**config.mk**
```make
export PLATFORM = sky130hd
export DESIGN_NAME = block_morph_pool_flat
export DESIGN_NICKNAME = d
export VERILOG_FILES = /design/src/rtl/block_morph_pool_pkg.sv /design/src/rtl/block_morph_pool_if.sv /design/src/rtl/block_morph_acc.sv /design/src/rtl/block_morph_pool.sv /design/src/flat_wrapper.sv
export SDC_FILE = /design/constraint.sdc
export NUM_CORES = 2
export LEC_CHECK = 0
export CORE_MARGIN = 4
export CORE_UTILIZATION = 39
export DETAILED_ROUTE_END_ITERATION = 6
export MAX_ROUTING_LAYER = met4
export PLACE_DENSITY = 0.58
export RECOVER_POWER = 50
export SYNTH_ARGS = -nofsm -noshare
export SYNTH_HDL_FRONTEND = slang
export SYNTH_HIERARCHICAL = 1
export SYNTH_SLANG_ARGS = --single-unit
```
**constraint.sdc**
```tcl
create_clock -name sys_clk -period 10.9 [get_ports sys_clk]
set_clock_uncertainty 0.2 [all_clocks]
set_input_delay 3.27 -clock sys_clk [delete_from_list [all_inputs] [get_ports sys_clk]]
set_output_delay 3.27 -clock sys_clk [all_outputs]
set_load 0.02 [all_outputs]
```
**src/rtl/block_morph_pool_pkg.sv**
```systemverilog
// Shared constants, mode and FSM encodings for the block morphology pooling stage.
// Pure declarations: no latency, no flow control.
package block_morph_pool_pkg;
    localparam int IMG_X    = 640;
    localparam int IMG_Y    = 480;
    localparam int P_W      = 12;
    localparam int BLK_MAX  = 16;
    localparam int CNT_W    = 9;
    localparam int COLS_MAX = 64;
    localparam int BX_W     = 6;
    localparam int BY_W     = 8;

    localparam logic MODE_ERODE  = 1'b0;
    localparam logic MODE_DILATE = 1'b1;

    typedef enum logic {
        S_WAIT_SOF = 1'b0,
        S_RUN      = 1'b1
    } state_t;
endpackage

```
**src/rtl/block_morph_pool_if.sv**
```systemverilog
// Pixel-in / block-result-out bundle; o_white_blocks exists only with BLOCK_MORPH_STATS_EN.
// Strobe-only stream: no ready, the source is never stalled.
interface block_morph_pool_if;
    import block_morph_pool_pkg::*;

    logic            i_valid;
    logic            i_sof;
    logic            i_wb;
    logic            o_valid;
    logic            o_wb;
    logic [BX_W-1:0] o_bx;
    logic [BY_W-1:0] o_by;
    logic            o_frame_done;
`ifdef BLOCK_MORPH_STATS_EN
    logic [BX_W+BY_W-1:0] o_white_blocks;

    modport master (output i_valid, i_sof, i_wb,
                    input  o_valid, o_wb, o_bx, o_by, o_frame_done, o_white_blocks);
    modport slave  (input  i_valid, i_sof, i_wb,
                    output o_valid, o_wb, o_bx, o_by, o_frame_done, o_white_blocks);
`else
    modport master (output i_valid, i_sof, i_wb,
                    input  o_valid, o_wb, o_bx, o_by, o_frame_done);
    modport slave  (input  i_valid, i_sof, i_wb,
                    output o_valid, o_wb, o_bx, o_by, o_frame_done);
`endif
endinterface

```
**src/rtl/block_morph_acc.sv**
```systemverilog
// Per-column saturating pixel-count accumulators: combinational read-modify-write sum, clear-on-emit, global clear.
// Sum is combinational; update lands on the next edge; no backpressure.
module block_morph_acc
    import block_morph_pool_pkg::*;
#(
    parameter int N  = COLS_MAX,
    parameter int W  = CNT_W,
    parameter int IW = BX_W
) (
    input  logic          sys_clk,
    input  logic          sys_rst_n,
    input  logic          clr_all,
    input  logic          upd,
    input  logic [IW-1:0] idx,
    input  logic          inc,
    input  logic          emit,
    output logic [W-1:0]  sum
);
    logic [W-1:0] acc [N];
    logic [W-1:0] base;
    logic [W:0]   raw;

    // A global clear on the same pixel means the column starts from zero.
    always_comb begin
        base = clr_all ? '0 : acc[idx];
        raw  = {1'b0, base} + {{W{1'b0}}, inc};
        sum  = raw[W] ? {W{1'b1}} : raw[W-1:0];
    end

    always_ff @(posedge sys_clk or negedge sys_rst_n) begin
        if (!sys_rst_n) begin
            for (int i = 0; i < N; i++) acc[i] <= '0;
        end else begin
            for (int i = 0; i < N; i++) begin
                if (upd && idx == IW'(i))
                    acc[i] <= emit ? '0 : sum;
                else if (clr_all)
                    acc[i] <= '0;
            end
        end
    end
endmodule

```
**src/rtl/block_morph_pool.sv**
```systemverilog
// Tiles a raster binary stream into BLKxBLK blocks and thresholds each block's polarity count (stats: BLOCK_MORPH_STATS_EN).
// 1-cycle latency from last block pixel to o_valid; no backpressure, every i_valid pixel is consumed.
module block_morph_pool #(
    parameter int IMG_X = block_morph_pool_pkg::IMG_X,
    parameter int IMG_Y = block_morph_pool_pkg::IMG_Y
) (
    input  logic                                   sys_clk,
    input  logic                                   sys_rst_n,
    block_morph_pool_if.slave                      pix,
    input  logic [4:0]                             i_blk_size,
    input  logic [block_morph_pool_pkg::P_W-1:0]   i_x1,
    input  logic [block_morph_pool_pkg::P_W-1:0]   i_x2,
    input  logic [block_morph_pool_pkg::P_W-1:0]   i_y1,
    input  logic [block_morph_pool_pkg::P_W-1:0]   i_y2,
    input  logic [block_morph_pool_pkg::CNT_W-1:0] i_thresh,
    input  logic                                   i_mode
);
    import block_morph_pool_pkg::*;

    localparam int BLK_W = 5;
    localparam logic [BLK_W-1:0] BLK_HI = BLK_W'(BLK_MAX);
    localparam logic [P_W-1:0]   X_LAST = P_W'(IMG_X - 1);
    localparam logic [P_W-1:0]   Y_LAST = P_W'(IMG_Y - 1);
    localparam logic [P_W-1:0]   COL_LIM = P_W'(COLS_MAX);

    state_t state, state_nxt;
    logic   accept, frame_start;

    logic [P_W-1:0]   cnt_x, cnt_y, px, py;
    logic [BLK_W-1:0] sh_blk, blk_in, blk, blk_m1;
    logic [P_W-1:0]   sh_x1, sh_x2, sh_y1, sh_y2, x1, x2, y1, y2;
    logic [CNT_W-1:0] sh_th, th, sum;
    logic             sh_mode, mode;

    logic [BLK_W-1:0] x0, y0, cx0, cy0, x0_nxt, y0_nxt;
    logic [P_W-1:0]   bx, cbx, bx_nxt;
    logic [BY_W-1:0]  by, cby, by_nxt;
    logic             in_win, col_ok, emit, hit, res_wb, done_nxt;

    logic             o_valid_q, o_wb_q, o_frame_done_q;
    logic [BX_W-1:0]  o_bx_q;
    logic [BY_W-1:0]  o_by_q;

    always_ff @(posedge sys_clk or negedge sys_rst_n) begin
        if (!sys_rst_n) state <= S_WAIT_SOF;
        else            state <= state_nxt;
    end

    always_comb begin
        state_nxt = state;
        case (state)
            S_WAIT_SOF: if (pix.i_valid && pix.i_sof) state_nxt = S_RUN;
            default:    state_nxt = S_RUN;
        endcase
    end

    always_comb begin
        accept      = 1'b0;
        frame_start = 1'b0;
        case (state)
            S_WAIT_SOF: begin
                accept      = pix.i_valid && pix.i_sof;
                frame_start = accept;
            end
            default: begin
                accept      = pix.i_valid;
                frame_start = pix.i_valid && (pix.i_sof || (cnt_x == '0 && cnt_y == '0));
            end
        endcase
    end

    // The frame's first pixel already uses the freshly presented config and zeroed block state.
    always_comb begin
        px     = pix.i_sof ? '0 : cnt_x;
        py     = pix.i_sof ? '0 : cnt_y;
        blk_in = (i_blk_size < 5'd2) ? 5'd2 : ((i_blk_size > BLK_HI) ? BLK_HI : i_blk_size);
        blk    = frame_start ? blk_in   : sh_blk;
        x1     = frame_start ? i_x1     : sh_x1;
        x2     = frame_start ? i_x2     : sh_x2;
        y1     = frame_start ? i_y1     : sh_y1;
        y2     = frame_start ? i_y2     : sh_y2;
        th     = frame_start ? i_thresh : sh_th;
        mode   = frame_start ? i_mode   : sh_mode;
        cx0    = frame_start ? '0 : x0;
        cy0    = frame_start ? '0 : y0;
        cbx    = frame_start ? '0 : bx;
        cby    = frame_start ? '0 : by;
        blk_m1 = blk - 1'b1;
        in_win = accept && px >= x1 && px <= x2 && py >= y1 && py <= y2;
        col_ok = cbx < COL_LIM;
        emit   = in_win && col_ok && cx0 == blk_m1 && cy0 == blk_m1;
        hit    = pix.i_wb == mode;
        res_wb = (mode == MODE_DILATE) ? (sum > th) : (sum <= th);
        done_nxt = accept && px == X_LAST && py == Y_LAST;

        x0_nxt = cx0;
        y0_nxt = cy0;
        bx_nxt = cbx;
        by_nxt = cby;
        if (in_win) begin
            if (px == x2) begin
                x0_nxt = '0;
                bx_nxt = '0;
                y0_nxt = (cy0 == blk_m1) ? '0 : cy0 + 1'b1;
                by_nxt = (cy0 == blk_m1) ? cby + 1'b1 : cby;
            end else begin
                x0_nxt = (cx0 == blk_m1) ? '0 : cx0 + 1'b1;
                bx_nxt = (cx0 == blk_m1) ? cbx + 1'b1 : cbx;
            end
        end
    end

    block_morph_acc u_acc (
        .sys_clk   (sys_clk),
        .sys_rst_n (sys_rst_n),
        .clr_all   (frame_start),
        .upd       (in_win && col_ok),
        .idx       (cbx[BX_W-1:0]),
        .inc       (hit),
        .emit      (emit),
        .sum       (sum)
    );

    always_ff @(posedge sys_clk or negedge sys_rst_n) begin
        if (!sys_rst_n) begin
            cnt_x <= '0;  cnt_y <= '0;
            x0 <= '0;  y0 <= '0;  bx <= '0;  by <= '0;
            sh_blk <= '0; sh_x1 <= '0; sh_x2 <= '0; sh_y1 <= '0; sh_y2 <= '0;
            sh_th <= '0;  sh_mode <= 1'b0;
            o_valid_q <= 1'b0; o_wb_q <= 1'b0; o_bx_q <= '0; o_by_q <= '0;
            o_frame_done_q <= 1'b0;
        end else begin
            if (accept) begin
                cnt_x <= (px == X_LAST) ? '0 : px + 1'b1;
                cnt_y <= (px != X_LAST) ? py : ((py == Y_LAST) ? '0 : py + 1'b1);
            end
            if (frame_start) begin
                sh_blk <= blk_in; sh_x1 <= i_x1; sh_x2 <= i_x2;
                sh_y1 <= i_y1;    sh_y2 <= i_y2; sh_th <= i_thresh; sh_mode <= i_mode;
            end
            x0 <= x0_nxt;  y0 <= y0_nxt;  bx <= bx_nxt;  by <= by_nxt;
            o_valid_q      <= emit;
            o_wb_q         <= emit && res_wb;
            o_bx_q         <= emit ? cbx[BX_W-1:0] : '0;
            o_by_q         <= emit ? cby : '0;
            o_frame_done_q <= done_nxt;
        end
    end

    assign pix.o_valid      = o_valid_q;
    assign pix.o_wb         = o_wb_q;
    assign pix.o_bx         = o_bx_q;
    assign pix.o_by         = o_by_q;
    assign pix.o_frame_done = o_frame_done_q;

`ifdef BLOCK_MORPH_STATS_EN
    logic [BX_W+BY_W-1:0] white_cnt, white_inc, white_q;

    assign white_inc = white_cnt + {{(BX_W+BY_W-1){1'b0}}, (emit && res_wb)};

    always_ff @(posedge sys_clk or negedge sys_rst_n) begin
        if (!sys_rst_n) begin
            white_cnt <= '0;
            white_q   <= '0;
        end else if (frame_start) begin
            white_cnt <= '0;
        end else if (done_nxt) begin
            white_q   <= white_inc;
            white_cnt <= '0;
        end else begin
            white_cnt <= white_inc;
        end
    end

    assign pix.o_white_blocks = white_q;
`endif
endmodule

```
**src/flat_wrapper.sv**
```systemverilog
// flat-port wrapper written by rule: the top's interface ports become plain ports
module block_morph_pool_flat import block_morph_pool_pkg::*;
#(
    parameter int IMG_X = block_morph_pool_pkg::IMG_X,
    parameter int IMG_Y = block_morph_pool_pkg::IMG_Y
)
  (sys_clk, sys_rst_n, i_blk_size, i_x1, i_x2, i_y1, i_y2, i_thresh, i_mode, pix_i_valid, pix_i_sof, pix_i_wb, pix_o_valid, pix_o_wb, pix_o_bx, pix_o_by, pix_o_frame_done);
  block_morph_pool_if pix_i ();
  input  logic sys_clk;
  input  logic sys_rst_n;
  input  logic [4:0] i_blk_size;
  input  logic [block_morph_pool_pkg::P_W-1:0] i_x1;
  input  logic [block_morph_pool_pkg::P_W-1:0] i_x2;
  input  logic [block_morph_pool_pkg::P_W-1:0] i_y1;
  input  logic [block_morph_pool_pkg::P_W-1:0] i_y2;
  input  logic [block_morph_pool_pkg::CNT_W-1:0] i_thresh;
  input  logic i_mode;
  input wire logic [$bits(pix_i.i_valid)-1:0] pix_i_valid;
  input wire logic [$bits(pix_i.i_sof)-1:0] pix_i_sof;
  input wire logic [$bits(pix_i.i_wb)-1:0] pix_i_wb;
  output wire logic [$bits(pix_i.o_valid)-1:0] pix_o_valid;
  output wire logic [$bits(pix_i.o_wb)-1:0] pix_o_wb;
  output wire logic [$bits(pix_i.o_bx)-1:0] pix_o_bx;
  output wire logic [$bits(pix_i.o_by)-1:0] pix_o_by;
  output wire logic [$bits(pix_i.o_frame_done)-1:0] pix_o_frame_done;
  assign pix_i.i_valid = pix_i_valid;
  assign pix_i.i_sof = pix_i_sof;
  assign pix_i.i_wb = pix_i_wb;
  assign pix_o_valid = pix_i.o_valid;
  assign pix_o_wb = pix_i.o_wb;
  assign pix_o_bx = pix_i.o_bx;
  assign pix_o_by = pix_i.o_by;
  assign pix_o_frame_done = pix_i.o_frame_done;
  block_morph_pool #(.IMG_X(IMG_X), .IMG_Y(IMG_Y)) u_core (.sys_clk(sys_clk), .sys_rst_n(sys_rst_n), .pix(pix_i), .i_blk_size(i_blk_size), .i_x1(i_x1), .i_x2(i_x2), .i_y1(i_y1), .i_y2(i_y2), .i_thresh(i_thresh), .i_mode(i_mode));
endmodule
```
==> Yosys cells after proc, flatten, opt, wreduce, memory -nomap -nowiden <==
Index checks and enable logic that the tools add are counted.
{ "word_totals": {"wordCells": 425, "latch_bits": 0, "ff_bits": 711, "rom_bits": 0, "mem_count": 0, "input_bits": 68, "ramBits": 0, "out_inout_bits": 17} }
{ "op_classes": {"shifts": 0, "n_addsub": 8, "mux": 108, "bitwise_logic": 1, "mul": 0, "reduce_logical": 145, "n_eq_ne": 70, "magnitude_cmp": 10, "div": 0} }
{ "ops": {"columns": ["operator", "count"], "rows": [
  ["9-bit two-way mux", 71],
  ["6-bit equality test (second input constant)", 32],
  ["12-bit two-way mux", 13],
  ["2-bit nonzero test", 64],
  ["6-bit by 5-bit equality test with 1-bit output (second input constant)", 16],
  ["1-bit logical AND", 77],
  ["5-bit two-way mux", 11],
  ["9-bit binary-select mux with 6-bit select", 1],
  ["6-bit by 4-bit equality test with 1-bit output (second input constant)", 8],
  ["8-bit two-way mux", 5],
  ["12-bit by 1-bit adder with 12-bit output (second input constant)", 3],
  ["6-bit by 3-bit equality test with 1-bit output (second input constant)", 4],
  ["12-bit greater-or-equal comparator", 2],
  ["12-bit <= comparator", 2],
  ["12-bit zero test", 2],
  ["12-bit by 10-bit equality test with 1-bit output (second input constant)", 1],
  ["12-bit equality test", 1],
  ["12-bit by 9-bit equality test with 1-bit output (second input constant)", 1],
  ["6-bit by 2-bit equality test with 1-bit output (second input constant)", 2],
  ["12-bit by 7-bit < comparator with 1-bit output (second input constant)", 1],
  ["12-bit by 10-bit != test with 1-bit output (second input constant)", 1],
  ["5-bit by 1-bit adder with 5-bit output (second input constant)", 2],
  ["9-bit by 1-bit adder with 10-bit output", 1],
  ["5-bit equality test", 2],
  ["other kinds (14)", 19]
]} }

==> Logic depth before layout (Yosys ltp) <==
{ "depth": {"depth_word": 16, "depth_mapped": 35, "depth_no_buf": 23} }

==> Cells and area by module <==
The synthesis kept the hierarchy.
{ "by_module_without_submodules": {"columns": ["module", "seq_area_each_um2", "area_per_inst_um2", "instances", "cells_each"], "rows": [
  ["block_morph_acc", 14413.8, 26322.7, 1, 2444],
  ["block_morph_pool", 3378.2, 7976.4, 1, 837]
]} }

==> Worst setup path before layout <==
OpenSTA, ideal clock, no wires.
{ "synth_timing": {"path_type": "input -> register", "start": "in pix_i_valid", "end": "reg u_core.o_wb_q, in the netlist u_core/pix.o_wb", "t_required_ps": 10581, "arrival_ps": 9345, "setup_ps": 119, "path_slack_ps": 1236, "path_stages": 34, "path_buffers": 12, "cell_sequence": "nor4b_1 -> nand4_1 -> o21a_1 -> buf_6 -> clkbuf_1 -> clkbuf_1 -> and2_1 -> buf_6 -> buf_8 -> buf_6 -> buf_6 -> buf_4 -> buf_1 -> mux4_2 -> mux4_2 -> mux4_2 -> and2_1 -> ha_1 -> nand3_1 -> a211o_1 -> and3b_1 -> buf_6 -> nor2_1 -> buf_2 -> buf_6 -> inv_1 -> ha_1 -> nor2b_1 -> o21a_1 -> o21ai_0 -> a21oi_1 -> o21ai_0 -> xnor2_1 -> and2_1"} }
{ "synth_via": {"elab_chain_len": 13, "elab_cells_between_ends": 41, "classes_between": "2 x add/sub; 7 x order compare; 3 x eq/ne; 18 x mux; 1 x bitwise; 10 x reduce/logical"} }
{ "synth_lines": {"columns": ["item", "line", "text"], "rows": [
  ["start, declared", "flat_wrapper.sv:18", "input wire logic [$bits(pix_i.i_valid)-1:0] pix_i_valid;"],
  ["1-bit logical AND (on tied branches)", "block_morph_pool.sv:62, block_morph_pool.sv:67", null],
  ["1-bit two-way mux (*)", "block_morph_pool.sv:60", "case (state)"],
  ["12-bit two-way mux (*)", "block_morph_pool.sv:86", "cbx = frame_start ? '0 : bx;"],
  ["net u_core.cbx[1]", "block_morph_pool.sv:36", "logic [P_W-1:0] bx, cbx, bx_nxt;"],
  ["6-bit inverter with 7-bit output (not written as such) (*)", "block_morph_acc.sv:25", "base = clr_all ? '0 : acc[idx];"],
  ["9-bit binary-select mux with 6-bit select (*)", "block_morph_acc.sv:25", null],
  ["9-bit two-way mux (not written as such) (*) (2 in a row)", "block_morph_acc.sv:25", null],
  ["9-bit two-way mux (*)", "block_morph_acc.sv:25", null],
  ["9-bit by 1-bit adder with 10-bit output (*)", "block_morph_acc.sv:26", "raw = {1'b0, base} + {{W{1'b0}}, inc};"],
  ["9-bit two-way mux (*)", "block_morph_acc.sv:27", "sum = raw[W] ? {W{1'b1}} : raw[W-1:0];"],
  ["net u_core.sum[1]", "block_morph_pool.sv:32", "logic [CNT_W-1:0] sh_th, th, sum;"],
  ["9-bit <= comparator / 9-bit greater-than comparator (equally long branches)", "block_morph_pool.sv:93", "res_wb = (mode == MODE_DILATE) ? (sum > th) : (sum <= th);"],
  ["1-bit two-way mux (*)", "block_morph_pool.sv:93", null],
  ["1-bit logical AND (*)", "block_morph_pool.sv:143", "o_wb_q <= emit && res_wb;"],
  ["end signal, assigned", "block_morph_pool.sv:143", null],
  ["end, declared", "block_morph_pool.sv:40", "logic o_valid_q, o_wb_q, o_frame_done_q;"]
]} }
Mark *: on every way through the listed nets, which the timed path passes. The rest lies on a longest branch. The select of a mux whose other input is x is not followed.
A chain may end at the register's enable or synchronous reset.

==> Worst setup path after layout <==
Ends and elaborated chain as after synthesis.

==> impl_metrics.csv <==
group,metric,value,unit
run_status,status,"finished with violations",
run_status,violations,"capacitance limit, slew limit",
route,wire_per_inst,24.0,um
die,die_w,305,um
route,via_count,26223,
yosys,yosysWarnings,6,
yosys,synth_edf_count,0,
placed_design,gp_congestion,0.922,
die,initial_core_util,39.4,%
global_routing,overflow,0,
route,ant_nets,0,
yosys,syn_avg_cell_area,10.5,um^2
pwr,intPower,4.40,mW
final_layout,antenna_cells,0,
sta,tns,0,ns
yosys,ys.flop_type,"dfrtp_1",
sta,fin_crit_sh,90.1,%
global_routing,grt_use_total,23.9,%
placed_design,port_buffers,84,
die,coreArea,0.0870,mm^2
sta,worstMarginPinSlew,4.99,ns
worst_setup_path,path_buf_inv,5,
clock_network,cts_resized,0,
clock_network,root_buffer,"clkbuf_16",
final_layout,final_common_cell,"nand2_1",
run,drv_cap,7,
die,fp-row-count,108,
clock_network,cts_tree,"done",
route,wirelength,109000,um
worst_setup_path,cp_slowest_cell,"and2_2",
sta,max_freq,0.102,GHz
worst_setup_path,arrival,10.13,ns
clock_network,cts_max_level,3,
worst_setup_path,worstReg2RegEnd,"u_core/pix.o_wb$_DFF_PN0_",
pwr,swShare,25.4,%
die,pin_count,85,
pwr,power.share.clock,45.6,%
route,dr.pass1.iters,5,
clock_network,cts_hold_buf,0,
worst_setup_path,r2r_start,"u_core/cnt_x[4]$_DFFE_PN0P_",
final_layout,nNetsFinal,3461,
yosys,syn_inst,3281,
pwr,seqPwrFrac,46.0,%
worst_hold_path,worstHoldStart,"u_core/sh_y2[9]$_DFF_PN0_",
sta,fin_crit,9.82,ns
global_routing,antenna_found_initial,0,
yosys,synth_area,0.0343,mm^2
clock_network,clkLatencyLatePin,0.63,ns
sta,finalHoldViolations,0,
clock_network,cts.sinks,711,
sta,rsz0062_at_grt,"no",
global_routing,grt_max_degree,172,
yosys,syn_nets,3415,
pwr,p_leak,16.4,nW
pwr,comb_power_share,8.5,%
worst_setup_path,reg2reg_slack,3.83,ns
worst_setup_path,r2r_cells,24,
clock_network,path_clk_slew,0.06,ns
yosys,yosysSeqAreaShare,51.9,%
final_layout,final_cell_mix,"764 x nand2_1, 711 x dfrtp_1, 423 x o21ai_0, 172 x o21ai_1, 128 x mux2i_1",
final_layout,area_delta_synth_final,12.0,%
worst_hold_path,min_to,"u_core/sh_y2[9]$_DFF_PN0_",
route,drc,0,
clock_network,numCtsBuffers,79,
placed_design,dp_hpwl,72700,um
pwr,p_switching,1.50,mW
worst_setup_path,critical-path-max-stage-delay,0.65,ns
worst_setup_path,crit_required,11.21,ns
pwr,powerDensity,154,mW/mm^2
worst_setup_path,end_kind,"register",
clock_network,cts_setup_buffers,0,
worst_setup_path,startpoint_type,"primary input",
worst_setup_path,path_class,"in -> reg",
clock_network,cts_max_path_buffers,3,
route,viasPerCell,5.77,
worst_setup_path,crit_family,"simple AND/OR/NAND/NOR gates",
worst_hold_path,hp-class,"reg -> reg",
sta,max_slew_margin,-233,%
worst_hold_path,worstHoldPathCells,2,
final_layout,drive_above_1_share,11.0,%
final_layout,utilization,44.2,%
pwr,irDropWorstVdd,0.187,mV
final_layout,nFillCells,8345,
worst_setup_path,crit_path_max_fanout,28,
route,drtIter0Drc,2553,
die,die_area,0.0928,mm^2
yosys,synthDistinctLibCells,82,
global_routing,grt_pass1_wl,167000,um
sta,finalSetupViolCount,0,
yosys,synthArstFlopShare,100,%
global_routing,grt_pass1_vias,25605,
yosys,ys_ff_latch,711,
sta,report.final.slew_viol_count,374,
die,die_h,305,um
## worst max path at each step
stage | from | endpoint | cells past startpoint
6_report | pix_i_valid | u_core/pix.o_wb$_DFF_PN0_ | 25
5_1_grt | pix_i_valid | u_core/pix.o_wb$_DFF_PN0_ | 25
3_3_place_gp | pix_i_valid | u_core/pix.o_wb$_DFF_PN0_ | 25
4_1_cts | pix_i_valid | u_core/pix.o_wb$_DFF_PN0_ | 25
2_1_floorplan | pix_i_valid | u_core/pix.o_wb$_DFF_PN0_ | 34
3_5_place_dp | pix_i_valid | u_core/pix.o_wb$_DFF_PN0_ | 25
## power groups by stage
| stage | clock network [mW] | registers, mW | logic, mW |
|---|---|---|---|
| 2_1_floorplan | 0 | 2.76 | 0.287 |
| 6_report | 2.69 | 2.71 | 0.499 |
| 5_1_grt | 2.84 | 2.72 | 0.553 |
| 3_3_place_gp | 0 | 2.76 | 0.499 |
| 3_5_place_dp | 0 | 2.76 | 0.502 |
| 4_1_cts | 2.74 | 2.71 | 0.504 |
## sequential cells by signal, summed over array words and instances (netlist names)
name / cells
u_core/pix.o_bx: 6
u_core/cnt_x: 12
u_core/sh_mode: 1
u_core/bx: 12
u_core/x0: 5
u_core/by: 8
u_core/pix.o_by: 8
u_core/y0: 5
u_core/sh_x2: 12
u_core/pix.o_wb: 1
u_core/state: 1
u_core/pix.o_frame_done: 1
u_core/cnt_y: 12
u_core/u_acc/acc: 576
u_core/sh_blk: 5
u_core/sh_y2: 12
u_core/pix.o_valid: 1
u_core/sh_x1: 12
u_core/sh_y1: 12
u_core/sh_th: 9
## per-layer routing
layer,up-vias,track usage (%),wire (um)
met5,-,-,0
met4,0,7.51,3670
met3,204,3.80,7130
met2,960,36.5,50500
met1,13331,33.0,47600
li1,11728,-,-
## layout make-up
class	instances	area, um^2	share of cell area [%]
Timing Repair Buffer	142	1310	3.42
Clock inverter	21	175	0.456
Tap cell	1155	1450	3.76
Inverter	78	294	0.765
Clock buffer	121	2430	6.32
Multi-Input combinational cell	2315	15000	39.0
Sequential cell	711	17800	46.3
## kinds of logic (layout without fill, tap and decap cells)
kind of cell / count (synthesis) / after routing / share of synthesized area (%)
compound gates: 898 / 898 / 14.9
xor+xnor: 19 / 19 / 0.525
fa+ha+maj: 66 / 66 / 2.41
buf+inv: 255 / 362 / 4.69
flops: 711 / 711 / 51.9
mux: 250 / 250 / 11.6
simple gates: 1082 / 1082 / 14.0
## cells in the mapped netlist, types with 6 or more instances
library cell | count | area (um^2)
dfrtp_1 | 711 | 17800
o31ai_1 | 22 | 165
xnor2_1 | 10 | 87.6
inv_1 | 77 | 289
a221oi_1 | 7 | 61.3
o22ai_1 | 6 | 37.5
buf_8 | 6 | 90.1
xor2_1 | 8 | 70.1
clkbuf_1 | 60 | 225
and2_1 | 34 | 213
buf_12 | 6 | 120
a22o_1 | 10 | 87.6
or4_1 | 12 | 90.1
o21ai_0 | 424 | 2120
o21ai_1 | 171 | 856
a211oi_1 | 9 | 67.6
buf_2 | 20 | 100
nand2b_1 | 12 | 75.1
a31oi_1 | 12 | 75.1
nor2b_1 | 44 | 275
a21o_1 | 6 | 45.0
nor3_1 | 22 | 110
a22oi_1 | 36 | 270
mux2i_1 | 128 | 1280
nor2_1 | 54 | 203
mux4_2 | 113 | 2540
a21oi_1 | 106 | 531
and3_1 | 21 | 131
ha_1 | 66 | 826
nand2_1 | 764 | 2870
nand4_1 | 27 | 169
nor4_1 | 7 | 43.8
or3_1 | 9 | 56.3
buf_4 | 27 | 203
o221ai_1 | 6 | 52.6
nand3_1 | 35 | 175
o211ai_1 | 7 | 52.6
buf_1 | 6 | 22.5
buf_6 | 47 | 529
o21ai_2 | 44 | 385
## worst reg2reg max path, stage by stage (launching register included)
cell and delay [ns]:
dfrtp_1 0.44, nor4_1 0.64, nand4_1 0.20, o21a_4 0.39, clkbuf_1 0.42, and2_2 0.53
buf_4 0.32, mux4_2 0.52, mux4_2 0.47, and2_1 0.17, ha_1 0.20, ha_1 0.20
inv_1 0.11, a211oi_2 0.09, a21oi_1 0.20, or3b_4 0.55, inv_1 0.14, ha_1 0.32
nand2_1 0.08, a21oi_1 0.11, o41ai_1 0.09, a21oi_1 0.13, o21ai_0 0.12, xnor2_1 0.13
and2_1 0.18
## stage by stage
stage               setup WS [ns]  hold slack (ns)  power, mW  cell area (um^2)  cells
CTS                          1.75            0.265       5.96             38500   4543
detailed placement           1.10            0.252       3.26             35900   4401
floorplan                    1.24            0.234       3.04             34300   3281
finish                       1.08            0.266       5.91             38400   4543
global placement             1.08            0.247       3.26             35900   4401
global route                0.815            0.292       6.11             38400   4543
No activity file was read; power rests on OpenSTA's default activity.
